File: config.mk
export PLATFORM = sky130hd
export DESIGN_NAME = vga_timing_dither
export DESIGN_NICKNAME = d
export VERILOG_FILES = /design/src/rtl/vga_timing_dither.sv
export SDC_FILE = /design/constraint.sdc
export NUM_CORES = 1
export LEC_CHECK = 0
export ABC_CLOCK_PERIOD_IN_PS = 2910
export CAP_MARGIN = 40
export CORE_MARGIN = 3
export CORE_UTILIZATION = 28
export CTS_CLUSTER_DIAMETER = 40
export DETAILED_ROUTE_END_ITERATION = 7
export PLACE_DENSITY = 0.56
export SETUP_SLACK_MARGIN = 0.05
export SLEW_MARGIN = 10
export SYNTH_ARGS = -nofsm -noshare
export SYNTH_HDL_FRONTEND = slang
export SYNTH_SLANG_ARGS = --single-unit
File: constraint.sdc
create_clock -name clk48 -period 2.91 [get_ports clk48]
set_input_delay 0.4365 -clock clk48 [delete_from_list [all_inputs] [get_ports clk48]]
set_output_delay 0.4365 -clock clk48 [all_outputs]
set_load 0.1 [all_outputs]
File: src/rtl/vga_timing_dither.sv
// vga_timing_dither: parametrised VGA raster engine. It contains the horizontal, vertical and
// frame counters, the sync decode, and an ordered-dither colour output stage. Sync, blanking
// and the Bayer index pass through a PIX_LAT-deep delay line so that they stay aligned with
// colour that arrives late from the upstream pixel generators.
// Optional build macro: VGA_TEMPORAL_DITHER_EN. When it is defined, the Bayer column index is
// XORed with frame[0], so the threshold pattern alternates between odd and even frames.
module vga_timing_dither #(
  parameter int unsigned H_DISPLAY     = 1220,
  parameter int unsigned H_FRONT_PORCH = 31,
  parameter int unsigned H_SYNC_PULSE  = 183,
  parameter int unsigned H_BACK_PORCH  = 92,
  parameter int unsigned V_DISPLAY     = 480,
  parameter int unsigned V_FRONT_PORCH = 10,
  parameter int unsigned V_SYNC_PULSE  = 2,
  parameter int unsigned V_BACK_PORCH  = 33,
  parameter bit          HSYNC_POL     = 1'b0,
  parameter bit          VSYNC_POL     = 1'b0,
  parameter int unsigned PIX_LAT       = 2,
  parameter int unsigned IN_BITS       = 6,
  parameter int unsigned OUT_BITS      = 2,
  parameter int unsigned FRAME_W       = 8
) (
  input  logic                clk48,
  input  logic                rst,
  output logic [10:0]         h_count,
  output logic [9:0]          v_count,
  output logic                display_active,
  output logic                line_start,
  output logic                frame_start,
  output logic [FRAME_W-1:0]  frame,
  input  logic [IN_BITS-1:0]  r_in,
  input  logic [IN_BITS-1:0]  g_in,
  input  logic [IN_BITS-1:0]  b_in,
  output logic                hsync,
  output logic                vsync,
  output logic [OUT_BITS-1:0] r_out,
  output logic [OUT_BITS-1:0] g_out,
  output logic [OUT_BITS-1:0] b_out
);

  localparam int unsigned H_TOTAL = H_DISPLAY + H_FRONT_PORCH + H_SYNC_PULSE + H_BACK_PORCH;
  localparam int unsigned V_TOTAL = V_DISPLAY + V_FRONT_PORCH + V_SYNC_PULSE + V_BACK_PORCH;
  // Bits dropped by the dither; also the width of the Bayer threshold (1..6).
  localparam int unsigned D       = IN_BITS - OUT_BITS;

  localparam logic [10:0] H_LAST = 11'(H_TOTAL - 1);
  localparam logic [10:0] H_ACT  = 11'(H_DISPLAY);
  localparam logic [10:0] HS_BEG = 11'(H_DISPLAY + H_FRONT_PORCH);
  localparam logic [10:0] HS_END = 11'(H_DISPLAY + H_FRONT_PORCH + H_SYNC_PULSE);
  localparam logic [9:0]  V_LAST = 10'(V_TOTAL - 1);
  localparam logic [9:0]  V_ACT  = 10'(V_DISPLAY);
  localparam logic [9:0]  VS_BEG = 10'(V_DISPLAY + V_FRONT_PORCH);
  localparam logic [9:0]  VS_END = 10'(V_DISPLAY + V_FRONT_PORCH + V_SYNC_PULSE);

  localparam logic [OUT_BITS-1:0] Q_MAX = '1;

  // One delay-line word: raw syncs, display enable and the Bayer index. All-zero is the
  // blank, sync-inactive state used on reset.
  typedef struct packed {
    logic       hs;
    logic       vs;
    logic       de;
    logic [2:0] j;
    logic [2:0] i;
  } pipe_t;

  logic [10:0]        h_q, h_d;
  logic [9:0]         v_q, v_d;
  logic [FRAME_W-1:0] f_q, f_d;

  logic               hs_raw, vs_raw;
  logic [2:0]         bayer_i, bayer_j;
  pipe_t              pipe_in, pipe_out;
  logic [5:0]         b6;

  logic                hsync_q, hsync_d;
  logic                vsync_q, vsync_d;
  logic [OUT_BITS-1:0] r_q, r_d;
  logic [OUT_BITS-1:0] g_q, g_d;
  logic [OUT_BITS-1:0] b_q, b_d;

  // Raster counter next state: h wraps each line, v on the h wrap, frame on the last pixel.
  always_comb begin
    h_d = h_q + 11'd1;
    v_d = v_q;
    f_d = f_q;
    if (h_q == H_LAST) begin
      h_d = '0;
      if (v_q == V_LAST) begin
        v_d = '0;
        f_d = f_q + FRAME_W'(1);
      end else begin
        v_d = v_q + 10'd1;
      end
    end
  end

  // Raster counter registers.
  always_ff @(posedge clk48) begin
    if (rst) begin
      h_q <= '0;
      v_q <= '0;
      f_q <= '0;
    end else begin
      h_q <= h_d;
      v_q <= v_d;
      f_q <= f_d;
    end
  end

  assign h_count        = h_q;
  assign v_count        = v_q;
  assign frame          = f_q;
  assign display_active = (h_q < H_ACT) && (v_q < V_ACT);
  assign line_start     = (h_q == '0);
  assign frame_start    = (h_q == '0) && (v_q == '0);

  assign hs_raw = (h_q >= HS_BEG) && (h_q < HS_END);
  assign vs_raw = (v_q >= VS_BEG) && (v_q < VS_END);

`ifdef VGA_TEMPORAL_DITHER_EN
  // Frame parity is folded into the column index before the delay line, so it stays
  // attached to the pixel it was decoded for.
  assign bayer_i = h_q[2:0] ^ {2'b00, f_q[0]};
`else
  assign bayer_i = h_q[2:0];
`endif
  assign bayer_j = v_q[2:0];

  assign pipe_in = '{hs: hs_raw, vs: vs_raw, de: display_active, j: bayer_j, i: bayer_i};

  generate
    if (PIX_LAT == 0) begin : g_no_delay
      assign pipe_out = pipe_in;
    end else begin : g_delay
      pipe_t stage_q [PIX_LAT];

      // Shift register matching the upstream colour latency.
      always_ff @(posedge clk48) begin
        if (rst) begin
          for (int unsigned k = 0; k < PIX_LAT; k++) begin
            stage_q[k] <= '0;
          end
        end else begin
          stage_q[0] <= pipe_in;
          for (int unsigned k = 1; k < PIX_LAT; k++) begin
            stage_q[k] <= stage_q[k-1];
          end
        end
      end

      assign pipe_out = stage_q[PIX_LAT-1];
    end
  endgenerate

  // 8x8 Bayer matrix by bit interleave; the top D bits form the threshold.
  assign b6 = {pipe_out.i[0] ^ pipe_out.j[0], pipe_out.i[0],
               pipe_out.i[1] ^ pipe_out.j[1], pipe_out.i[1],
               pipe_out.i[2] ^ pipe_out.j[2], pipe_out.i[2]};

  // Add threshold, drop D bits, saturate. The sum needs one carry bit above the colour.
  function automatic logic [OUT_BITS-1:0] dither(input logic [IN_BITS-1:0] c,
                                                 input logic [5:0]         thr);
    logic [IN_BITS:0] sum;
    logic [IN_BITS:0] q;
    sum = (IN_BITS+1)'(32'(c) + 32'(thr >> (6 - D)));
    q   = sum >> D;
    if (q > (IN_BITS+1)'(Q_MAX)) begin
      return Q_MAX;
    end
    return q[OUT_BITS-1:0];
  endfunction

  // Output stage next state: dithered colour, forced to zero outside the display area.
  always_comb begin
    hsync_d = pipe_out.hs ? HSYNC_POL : ~HSYNC_POL;
    vsync_d = pipe_out.vs ? VSYNC_POL : ~VSYNC_POL;
    r_d     = '0;
    g_d     = '0;
    b_d     = '0;
    if (pipe_out.de) begin
      r_d = dither(r_in, b6);
      g_d = dither(g_in, b6);
      b_d = dither(b_in, b6);
    end
  end

  // Registered pad outputs.
  always_ff @(posedge clk48) begin
    if (rst) begin
      hsync_q <= ~HSYNC_POL;
      vsync_q <= ~VSYNC_POL;
      r_q     <= '0;
      g_q     <= '0;
      b_q     <= '0;
    end else begin
      hsync_q <= hsync_d;
      vsync_q <= vsync_d;
      r_q     <= r_d;
      g_q     <= g_d;
      b_q     <= b_d;
    end
  end

  assign hsync = hsync_q;
  assign vsync = vsync_q;
  assign r_out = r_q;
  assign g_out = g_q;
  assign b_out = b_q;

endmodule
==> results.md, run 1 <==
- Setup Viol. Count Final: 0
- Yosys top cell area share: 41.8%
- Hold path endpoint: vsync
- Initial Utilization: 29.3%
- CTS H-tree lvls: 2
- Slew Viols, Final: 0
- Largest net degree at the start of global routing: 27
- Initial antenna violation count: 0
- CP required: 3.11 ns
- Ant diodes: 0
- VDD IR max: 168 µV
- Final Hold Fails: 0
- Critical path fanouts, max: 26
- CP startpoint kind: flip-flop
- Die Y: 99.3 µm
- Status: finished, final reports clean
- Hold Buf Count CTS: 0
- Asr flop ratio synth: 0%
- Post-cts resize count: 0
- Syn Nets: 310
- Design area: 3150 µm²
- Fmax: 407 MHz
- Multiplexer share of the synthesized area: 2.67%
- Clk root buf: clkbuf_8
- Number of global-route vias before repair: 2,043
- Critical Path, Cell by Cell: or3b_4 -> or3_1 -> nor4_1 -> mux2_1
- Crit path DAT: 2.65 ns
- I/O Buffers: 59
- CTS tree: yes
- Synth Area in Adders: 7.69%
- Yosys warning count: 0
- Sequential area share after synthesis: 41.8%
- Worst r2r dst: frame[7]
- Cell depth of the worst hold path: 1
- Dpl cell area: 3070 µm²
- Mapped cell area: 2440 µm²
- RD Place Congestion: 0.802
- Hold crit path type: flip-flop to flip-flop
- Synthesis-to-finish area growth: 29.0%
- Final setup margin: 0.456 ns
- First-pass GRT wire length: 10,200 µm
- DIE AREA: 9870 µm²
- Leak: 1.24 nW
- Clock Pin Slew Worst Setup and Hold Paths: 0.09 ns
- Unrepaired setup endpoints after global routing: no
- Later-pin clock latency in the skew report: 0.30 ns
- CP Class: flip-flop to flip-flop
- GRT Util Overall: 12.5%
- Critical Path End Type: flip-flop
- Reg2Reg Depth: 4
- Share of cells above drive strength 1: 21.1%
- Clk sinks: 51
- Period utilization: 84.3%
- Nets: 365
- Max stage delay on crit path: 0.65 ns
- IO Pins: 60
- Clock skew: 0.0102 ns
- Flop2flop setup slack: 0.46 ns
- Antenna viol nets, final: 0
- Worst Max-Slew Pin Slew: 0.785 ns
- Worst path slowest cell: or3_1
- Maxcap violations: 0
- Post-CTS Setup Inserts: 0
- Cell variety after synth: 35
- Hold_ws: 0.385 ns
- Post-synthesis xor/xnor area fraction: 5.03%
- Wirelength per Cell: 13.6 µm
- Post-synthesis compound-gate area fraction: 12.6%
- Post-DP HPWL: 4330 µm
- DR iter-0 viols: 51
- Min-Delay Startpoint: g_delay.stage_q[0][16]
- DRT Pass-1 Iters: 4
- RR Startpoint: h_count[10]
- Prevailing post-synth register cell: dfxtp_1
- Relative slew slack: 47.7%
- DRC violations left: 0
- Dpl ws: 0.474 ns
- Syn Area/Cell: 8.87 µm²
- Congestion Overflow GR: 0
- Maximum clock insertion buffer count: 2
- Row count: 33
- Largest family of logic cells by synthesized area: simple AND/OR/NAND/NOR gates
- Via density: 4.79
- Post-synth top area cell: dfxtp_1
- Mapped Cells: 275
- Top post-synthesis cells by area: dfxtp_1 (42%), ha_1 (7.7%), nor2_1 (5.1%)
- Die X: 99.3 µm
- Final min period: 2.45 ns
- Simple-Gate Fraction of Synth Area: 25.6%
- Number of synthesized flops with an enable pin: 0
- Core footprint: 8340 µm²
- Via count: 2,090
- Power per cell area: 414 nW/µm²
- Total CTS buffers: 5
- #FFs+latches synth: 51
- Final WL: 5920 µm
-- placed cells by master, fill, tap and decap left out, drive strengths merged, types with 2 or more instances in the layout --
master	count
nand2	9
nor4	9
nor2	33
mux2i	2
a21o	6
o31ai	4
nor3	9
buf	42
inv	12
o21ai	9
a21oi	12
mux2	4
xnor2	10
nand2b	7
clkdlybuf4s50	19
or4	4
ha	15
a211oi	10
a31o	3
dfxtp	51
nor2b	16
nor4b	3
nand4	5
or3	4
xor2	4
clkbuf	7
nand3	14
-- routing by layer --
layer | routed length, µm | GRT usage [%] | vias to the layer above | share of wire [%]
li1 | - | - | 1082 | -
met1 | 2810 | 16.5 | 946 | 47
met2 | 2660 | 19.9 | 53 | 45
met3 | 361 | 3.44 | 9 | 6.1
met4 | 98 | 3.89 | 0 | 1.7
met5 | 0 | 0 | - | 0
-- Yosys cell counts (2+ instances only) --
| cell type | instances |
|---|---|
| a21oi_1 | 12 |
| dfxtp_1 | 51 |
| nor2b_1 | 16 |
| clkbuf_1 | 8 |
| o21ai_0 | 9 |
| nand2_1 | 9 |
| nand3_1 | 14 |
| mux2_1 | 4 |
| mux2i_1 | 2 |
| buf_6 | 2 |
| nand4_1 | 5 |
| nor4_1 | 8 |
| nor3_1 | 9 |
| nand2b_1 | 7 |
| ha_1 | 15 |
| buf_2 | 3 |
| or3_1 | 4 |
| a21o_1 | 6 |
| or4_1 | 4 |
| a31o_2 | 3 |
| inv_1 | 12 |
| xnor2_1 | 10 |
| nor2_1 | 33 |
| xor2_1 | 4 |
| o31ai_1 | 4 |
| a211oi_1 | 10 |
| nor4b_1 | 3 |
-- state kept, by name, summed over array words and instances, names as in the netlist, 2 cells and up --
name and flops:
b_out 2, frame 8, g_delay.stage_q 14, g_out 2, h_count 11, r_out 2
v_count 10
-- critical path: cells and delay by family (launching register included) --
family	cells	cell delay (ns)
mux	1	0.35
simple gates	3	1.51
flops	1	0.48
-- report_power, final --
| part | switching, mW | internal, mW | leakage [nW] | total, mW |
|---|---|---|---|---|
| clock | 0.229 | 0.170 | 0.0422 | 0.399 |
| sequential | 0.00974 | 0.706 | 0.418 | 0.716 |
| combinational | 0.123 | 0.0663 | 0.784 | 0.190 |
| total | 0.362 | 0.942 | 1.24 | 1.30 |
-- worst max path at each step --
| stage | startpoint | end | slack, ns | cells after the start |
|---|---|---|---|---|
| CTS | h_count[10] | frame[5] | 0.46 | 4 |
| finish | h_count[10] | frame[7] | 0.46 | 4 |
| floorplan | h_count[3] | frame_start | -0.14 | 5 |
| global route | h_count[10] | frame[5] | 0.28 | 4 |
| global placement | h_count[10] | frame[5] | 0.51 | 4 |
| detailed placement | h_count[10] | frame[5] | 0.47 | 4 |
-- layout make-up --
class                           instances  area [µm²]
Fill cell                             852        5190
Multi-Input combinational cell        199        1340
Sequential cell                        51        1040
Timing Repair Buffer                   61         505
Tap cell                              105         131
Clock buffer                            7        76.3
Inverter                               12        45.0
Clock inverter                          1        5.00
-- through the flow --
step	cells	setup TNS [ns]	utilization (%)	power, mW
final	436	0	37.7	1.30
after detailed placement	428	0	36.8	0.922
after global routing	436	0	37.7	1.37
after global placement	428	0	36.8	0.921
after floorplan	275	-0.138	-	0.864
after CTS	436	0	37.7	1.32
-- cells by family after synthesis --
| kind of cell | after synthesis |
|---|---|
| DFF | 51 |
| muxes | 6 |
| adders and majority gates | 15 |
| AOI/OAI and AO/OA | 47 |
| buffers and inverters | 25 |
| and+or+nand+nor | 117 |
| xor gates and xnor gates | 14 |
No activity file was read; power rests on OpenSTA's default activity.
==> run 2, diff against run 1 <==
--- a/config.mk
+++ b/config.mk
@@ -5,7 +5,7 @@
 export SDC_FILE = /design/constraint.sdc
 export NUM_CORES = 1
 export LEC_CHECK = 0
-export ABC_CLOCK_PERIOD_IN_PS = 2910
+export ABC_CLOCK_PERIOD_IN_PS = 2300
 export CAP_MARGIN = 40
 export CORE_MARGIN = 3
 export CORE_UTILIZATION = 28
==> constraint.sdc (replaced) <==
create_clock -name clk48 -period 2.3 [get_ports clk48]
set_input_delay 0.345 -clock clk48 [delete_from_list [all_inputs] [get_ports clk48]]
set_output_delay 0.345 -clock clk48 [all_outputs]
set_load 0.1 [all_outputs]
==> run 2 against run 1 <==
Compared with the run above: clock power up 27%; sequential share of layout area down 0.79 points; clock skew down 0.0029 ns; wire length down 0.46%; count of clock-buffer cells in the layout unchanged; global-route usage down 0.20 points; utilization up 1.7 points; hold slack better by 0.0033 ns; worst setup slack worse by 0.28 ns; largest cell class unchanged; highest routed layer unchanged.
==> results.md, run 2 (synthesis results as in run 1) <==
- Min-Delay Startpoint: g_delay.stage_q[0][17]
- Worst r2r dst: frame[7]
- DRT Pass-1 Iters: 4
- Initial Utilization: 29.3%
- Via count: 2,111
- Commonest non-fill, non-tap cells in the layout: buf_4 (47), dfxtp_1 (36), nor2_1 (33), clkdlybuf4s50_1 (19), nor2b_1 (16)
- Leak: 1.31 nW
- Register share of total power: 53.9%
- Die X: 99.3 µm
- Clock skew: 0.00732 ns
- CP Class: flip-flop to output port
- Critical Path End Type: output port
- IO Pins: 60
- Setup TNS: 0 ns
- Flop2flop setup slack: 0.29 ns
- Fmax: 470 MHz
- Synthesis-to-finish area growth: 34.9%
- Post-DP HPWL: 4390 µm
- Dpl ws: 0.132 ns
- Final WL: 5890 µm
- Cell Count, Final, Fillers Out: 445
- Total CTS buffers: 5
- Top Metal Used: met4
- Clk pwr share: 30.4%
- Final min period: 2.13 ns
- RR Startpoint: h_count[9]
- Maxcap violations: 0
- Share of cells above drive strength 1: 25.0%
- Final setup margin: 0.172 ns
- Worst path slowest cell: dfxtp_4
- Die Y: 99.3 µm
- CP startpoint kind: flip-flop
- First-pass GRT wire length: 9950 µm
- Ant diodes: 0
- Worst Max-Slew Pin Slew: 0.467 ns
- GRT Util Overall: 12.3%
- CTS tree: yes
- Clk root buf: clkbuf_8
- Critical Path, Cell by Cell: buf_6 -> nor3_4 -> nand3_2 -> nor4b_4 -> and4_4 -> buf_12
- Wirelength per Cell: 13.2 µm
- Unrepaired setup endpoints after global routing: no
- Critical path fanouts, max: 8
- Congestion Overflow GR: 0
- VDD IR max: 205 µV
- Crit path DAT: 1.78 ns
- Antenna viol nets, final: 0
- DR iter-0 viols: 104
- Row count: 33
- Max FFs per register: 14
- Core footprint: 8340 µm²
- Combinational Power Share: 15.8%
- CP required: 1.96 ns
- Final Hold Fails: 0
- Largest register by flop count: g_delay.stage_q
- Nets: 374
- Max stage delay on crit path: 0.35 ns
- Via density: 4.74
- DRT met1 WL: 2810 µm
- Power per cell area: 507 nW/µm²
- Clk sinks: 51
- DR WL met3: 328 µm
- Sw Pwr: 0.464 mW
- CTS H-tree lvls: 2
- Setup Viol. Count Final: 0
- DRC violations left: 0
- Largest net degree at the start of global routing: 19
- Reg2Reg Depth: 4
- Routed wl met2: 2690 µm
- Int Power: 1.21 mW
- Period utilization: 92.5%
- Cell depth of the worst hold path: 1
- DIE AREA: 9870 µm²
- I/O Buffers: 59
- Slew Viols, Final: 0
- Clock Pin Slew Worst Setup and Hold Paths: 0.09 ns
- Hold crit path type: flip-flop to flip-flop
- Hold path endpoint: hsync
- RD Place Congestion: 0.785
- Later-pin clock latency in the skew report: 0.30 ns
- Most common cell after layout, fill and taps aside: buf_4
- Number of global-route vias before repair: 2,071
- Maximum clock insertion buffer count: 2
- Status: finished, final reports clean
- Fillcell total: 874
- Initial antenna violation count: 0
- Relative slew slack: 68.8%
- Switching part of the total: 27.8%
- Hold Buf Count CTS: 0
- Placed Cells: 436
==> run 2: worst max path at each step <==
| stage | startpoint | endpoint | slack [ns] | cells after the start |
|---|---|---|---|---|
| 3_5_place_dp | h_count[9] | frame[5] | 0.13 | 4 |
| 3_3_place_gp | h_count[9] | frame[7] | 0.16 | 4 |
| 5_1_grt | h_count[3] | frame_start | 0.07 | 6 |
| 2_1_floorplan | h_count[3] | frame_start | -0.66 | 5 |
| 6_report | h_count[3] | frame_start | 0.17 | 6 |
| 4_1_cts | h_count[3] | frame_start | 0.08 | 6 |
==> run 2: worst max-delay path, delay by kind of cell (launching register included) <==
kind / cells / cell delay, ns
buffers and inverters: 2 / 0.30
flip-flops: 1 / 0.35
AND/OR/NAND/NOR: 4 / 0.82
==> run 2: cell type report <==
| type | instances | area [µm²] | area share, % |
|---|---|---|---|
| sequential | 51 | 1060 | 32.3 |
| clock inverter | 1 | 5.00 | 0.152 |
| clock buffer | 7 | 76.3 | 2.32 |
| inverter | 12 | 45.0 | 1.37 |
| timing repair buffer | 70 | 614 | 18.7 |
| tap | 105 | 131 | 3.99 |
| multi-input combinational | 199 | 1360 | 41.2 |
==> run 2: what timing repair did <==
action | in CTS | in global routing
setup endpoints to repair | 1 | 5
pin swaps | 3 | 1
buffers inserted | 1 | 0
resized for setup | 1 | 1
==> run 2: layer usage <==
metal | up-vias | track usage [%]
li1 | 1096 | -
met1 | 958 | 16.6
met2 | 53 | 19.4
met3 | 4 | 2.81
met4 | 0 | 4.20
met5 | - | 0
==> run 2: per-stage QoR <==
stage / area [µm²] / util [%] / hold slack (ns) / power (mW)
after floorplan: 2540 / - / 0.356 / 1.09
after global placement: 3190 / 38.3 / 0.359 / 1.18
after detailed placement: 3190 / 38.3 / 0.372 / 1.18
after CTS: 3290 / 39.4 / 0.394 / 1.70
after global routing: 3290 / 39.5 / 0.407 / 1.75
final: 3290 / 39.5 / 0.388 / 1.67
==> run 2: power groups by stage <==
stage / clock network, mW / logic (mW) / registers [mW]
floorplan: 0 / 0.117 / 0.969
global placement: 0 / 0.259 / 0.919
detailed placement: 0 / 0.260 / 0.920
CTS: 0.534 / 0.267 / 0.899
global route: 0.567 / 0.281 / 0.901
finish: 0.507 / 0.263 / 0.899
==> run 3, diff against run 2 <==
--- a/config.mk
+++ b/config.mk
@@ -5,11 +5,12 @@
 export SDC_FILE = /design/constraint.sdc
 export NUM_CORES = 1
 export LEC_CHECK = 0
-export ABC_CLOCK_PERIOD_IN_PS = 2300
 export CAP_MARGIN = 40
 export CORE_MARGIN = 3
 export CORE_UTILIZATION = 28
+export CTS_BUF_LIST = sky130_fd_sc_hd__clkbuf_4
 export CTS_CLUSTER_DIAMETER = 40
+export CTS_CLUSTER_SIZE = 20
 export DETAILED_ROUTE_END_ITERATION = 7
 export PLACE_DENSITY = 0.56
 export SETUP_SLACK_MARGIN = 0.05
==> run 3 against run 2 <==
Compared with the run above: fmax decreased by 2.8%; via count rose by 0.57%; worst setup slack lost 0.060 ns; critical path type unchanged; largest cell class unchanged; largest power group unchanged; highest routed layer unchanged.
==> results.md, run 3 (synthesis results as in run 1) <==
- Period utilization: 95.2%
- Register share of total power: 56.5%
- Ant diodes: 0
- Row count: 33
- Util after Layout: 39.3%
- Largest register by flop count: g_delay.stage_q
- Initial antenna violation count: 0
- Unrepaired setup endpoints after global routing: yes
- Max FFs per register: 14
- Most common cell after layout, fill and taps aside: buf_4
- Int Power: 1.14 mW
- CP startpoint kind: flip-flop
- Clk root buf: clkbuf_4
- Placed Cells: 436
- Clock Pin Slew Worst Setup and Hold Paths: 0.15 ns
- DRC violations left: 0
- Clk pwr share: 26.9%
- Cell Count, Final, Fillers Out: 446
- Initial Utilization: 29.3%
- Clk sinks: 51
- Hold Buf Count CTS: 0
- RR Startpoint: h_count[9]
- Fillcell total: 876
- Design area: 3270 µm²
- Nets: 375
- RD Place Congestion: 0.785
- CTS tree: yes
- DR iter-0 viols: 106
- Maximum clock insertion buffer count: 2
- Final WL: 5960 µm
- Dpl cell area: 3190 µm²
- Die X: 99.3 µm
- Switching part of the total: 28.7%
- Die Y: 99.3 µm
- I/O Buffers: 59
- Hold crit path type: flip-flop to flip-flop
- Final Hold Fails: 0
- Antenna viol nets, final: 0
- Critical path fanouts, max: 2
- VDD IR max: 217 µV
- CP Class: flip-flop to output port
- Worst r2r dst: frame[7]
- Worst Setup EP: frame_start
- Fmax: 457 MHz
- Pwr Total: 1.59 mW
- Post-DP HPWL: 4390 µm
- Power per cell area: 486 nW/µm²
- Share of cells above drive strength 1: 25.8%
- CP required: 1.96 ns
- Setup TNS: 0 ns
- IO Pins: 60
- Slew Viols, Final: 0
- Combinational Power Share: 16.5%
- Total CTS buffers: 5
- Final min period: 2.19 ns
- Crit path DAT: 1.84 ns
- Reg2Reg Depth: 4
- Status: finished, final reports clean
- Via density: 4.76
- DRT Pass-1 Iters: 4
- Via count: 2,123
- Critical Path End Type: output port
- Flop2flop setup slack: 0.28 ns
- Setup Viol. Count Final: 0
- GRT Util Overall: 12.3%
- CTS H-tree lvls: 2
- Maxcap violations: 0
- Leak: 1.31 nW
- DIE AREA: 9870 µm²
- Largest net degree at the start of global routing: 19
- Later-pin clock latency in the skew report: 0.37 ns
- Sw Pwr: 0.456 mW
- Critical Path Start: h_count[3]
- Congestion Overflow GR: 0
- Worst Max-Slew Pin Slew: 0.470 ns
- Synthesis-to-finish area growth: 34.2%
- Number of global-route vias before repair: 2,073
- Wirelength per Cell: 13.4 µm
- Core footprint: 8340 µm²
- Commonest non-fill, non-tap cells in the layout: buf_4 (48), dfxtp_1 (36), nor2_1 (33), clkdlybuf4s50_1 (19), nor2b_1 (16)
- Relative slew slack: 68.6%
- First-pass GRT wire length: 10,000 µm
- Clock skew: 0.0125 ns
==> run 3: cell types whose count changed in the layout (fill, tap and decap cells not counted), sizes merged <==
cell | before | now
buf | 51 | 52
==> run 3: what timing repair did <==
| action | in CTS | in global routing |
|---|---|---|
| pin swaps | 3 | 2 |
| gates cloned | 0 | 0 |
| endpoints found under the setup margin | 1 | 8 |
| resized for setup | 1 | 1 |
| setup buffers | 2 | 0 |
==> run 3: worst min path at each step <==
stage | from | cells past startpoint | endpoint | slack [ns]
final | g_delay.stage_q[0][17] | 1 | hsync | 0.40
after global routing | g_delay.stage_q[0][16] | 1 | vsync | 0.42
after CTS | g_delay.stage_q[0][16] | 1 | vsync | 0.41
after detailed placement | g_delay.stage_q[0][16] | 1 | vsync | 0.37
after floorplan | g_delay.stage_q[0][17] | 1 | hsync | 0.36
after global placement | g_delay.stage_q[0][16] | 1 | vsync | 0.36
==> run 3: per-stage QoR <==
stage / setup slack (ns) / hold WS [ns]
2_1_floorplan: -0.657 / 0.356
3_3_place_gp: 0.158 / 0.359
3_5_place_dp: 0.132 / 0.372
4_1_cts: 0.0113 / 0.405
5_1_grt: -0.00193 / 0.419
6_report: 0.111 / 0.400
==> run 3: critical path: stages, from the launching register on <==
cell	delay, ns
dfxtp_4	0.37
buf_6	0.12
nor3_4	0.13
nand3_2	0.10
nor4b_4	0.29
and4_4	0.29
buf_12	0.17
==> run 3: layout make-up <==
cell class	count	area [µm²]	area share, %
well taps	105	131	4.01
repair buffers	71	622	19.0
flip-flops and latches	51	1060	32.4
clock buffers	7	52.6	1.60
inverters	12	45.0	1.38
multi-input cells	199	1360	41.4
clock inverters	1	5.00	0.153
==> run 3: routing by layer <==
metal  vias to the layer above  part of all wire, %  global-route usage [%]  routed length (µm)
met4                         0                  1.4                    4.10                  85
met5                         -                    0                       0                   0
met3                         5                  5.3                    2.95                 318
met1                       962                   48                    16.7                2860
li1                       1099                    -                       -                   -
met2                        57                   45                    19.4                2690
==> run 3: power by group through the flow <==
stage          Clock (mW)  Combinational [mW]  Sequential (mW)
5_1_grt             0.484               0.282            0.903
4_1_cts             0.452               0.267            0.900
3_5_place_dp            0               0.260            0.920
2_1_floorplan           0               0.117            0.969
6_report            0.429               0.263            0.900
3_3_place_gp            0               0.259            0.919
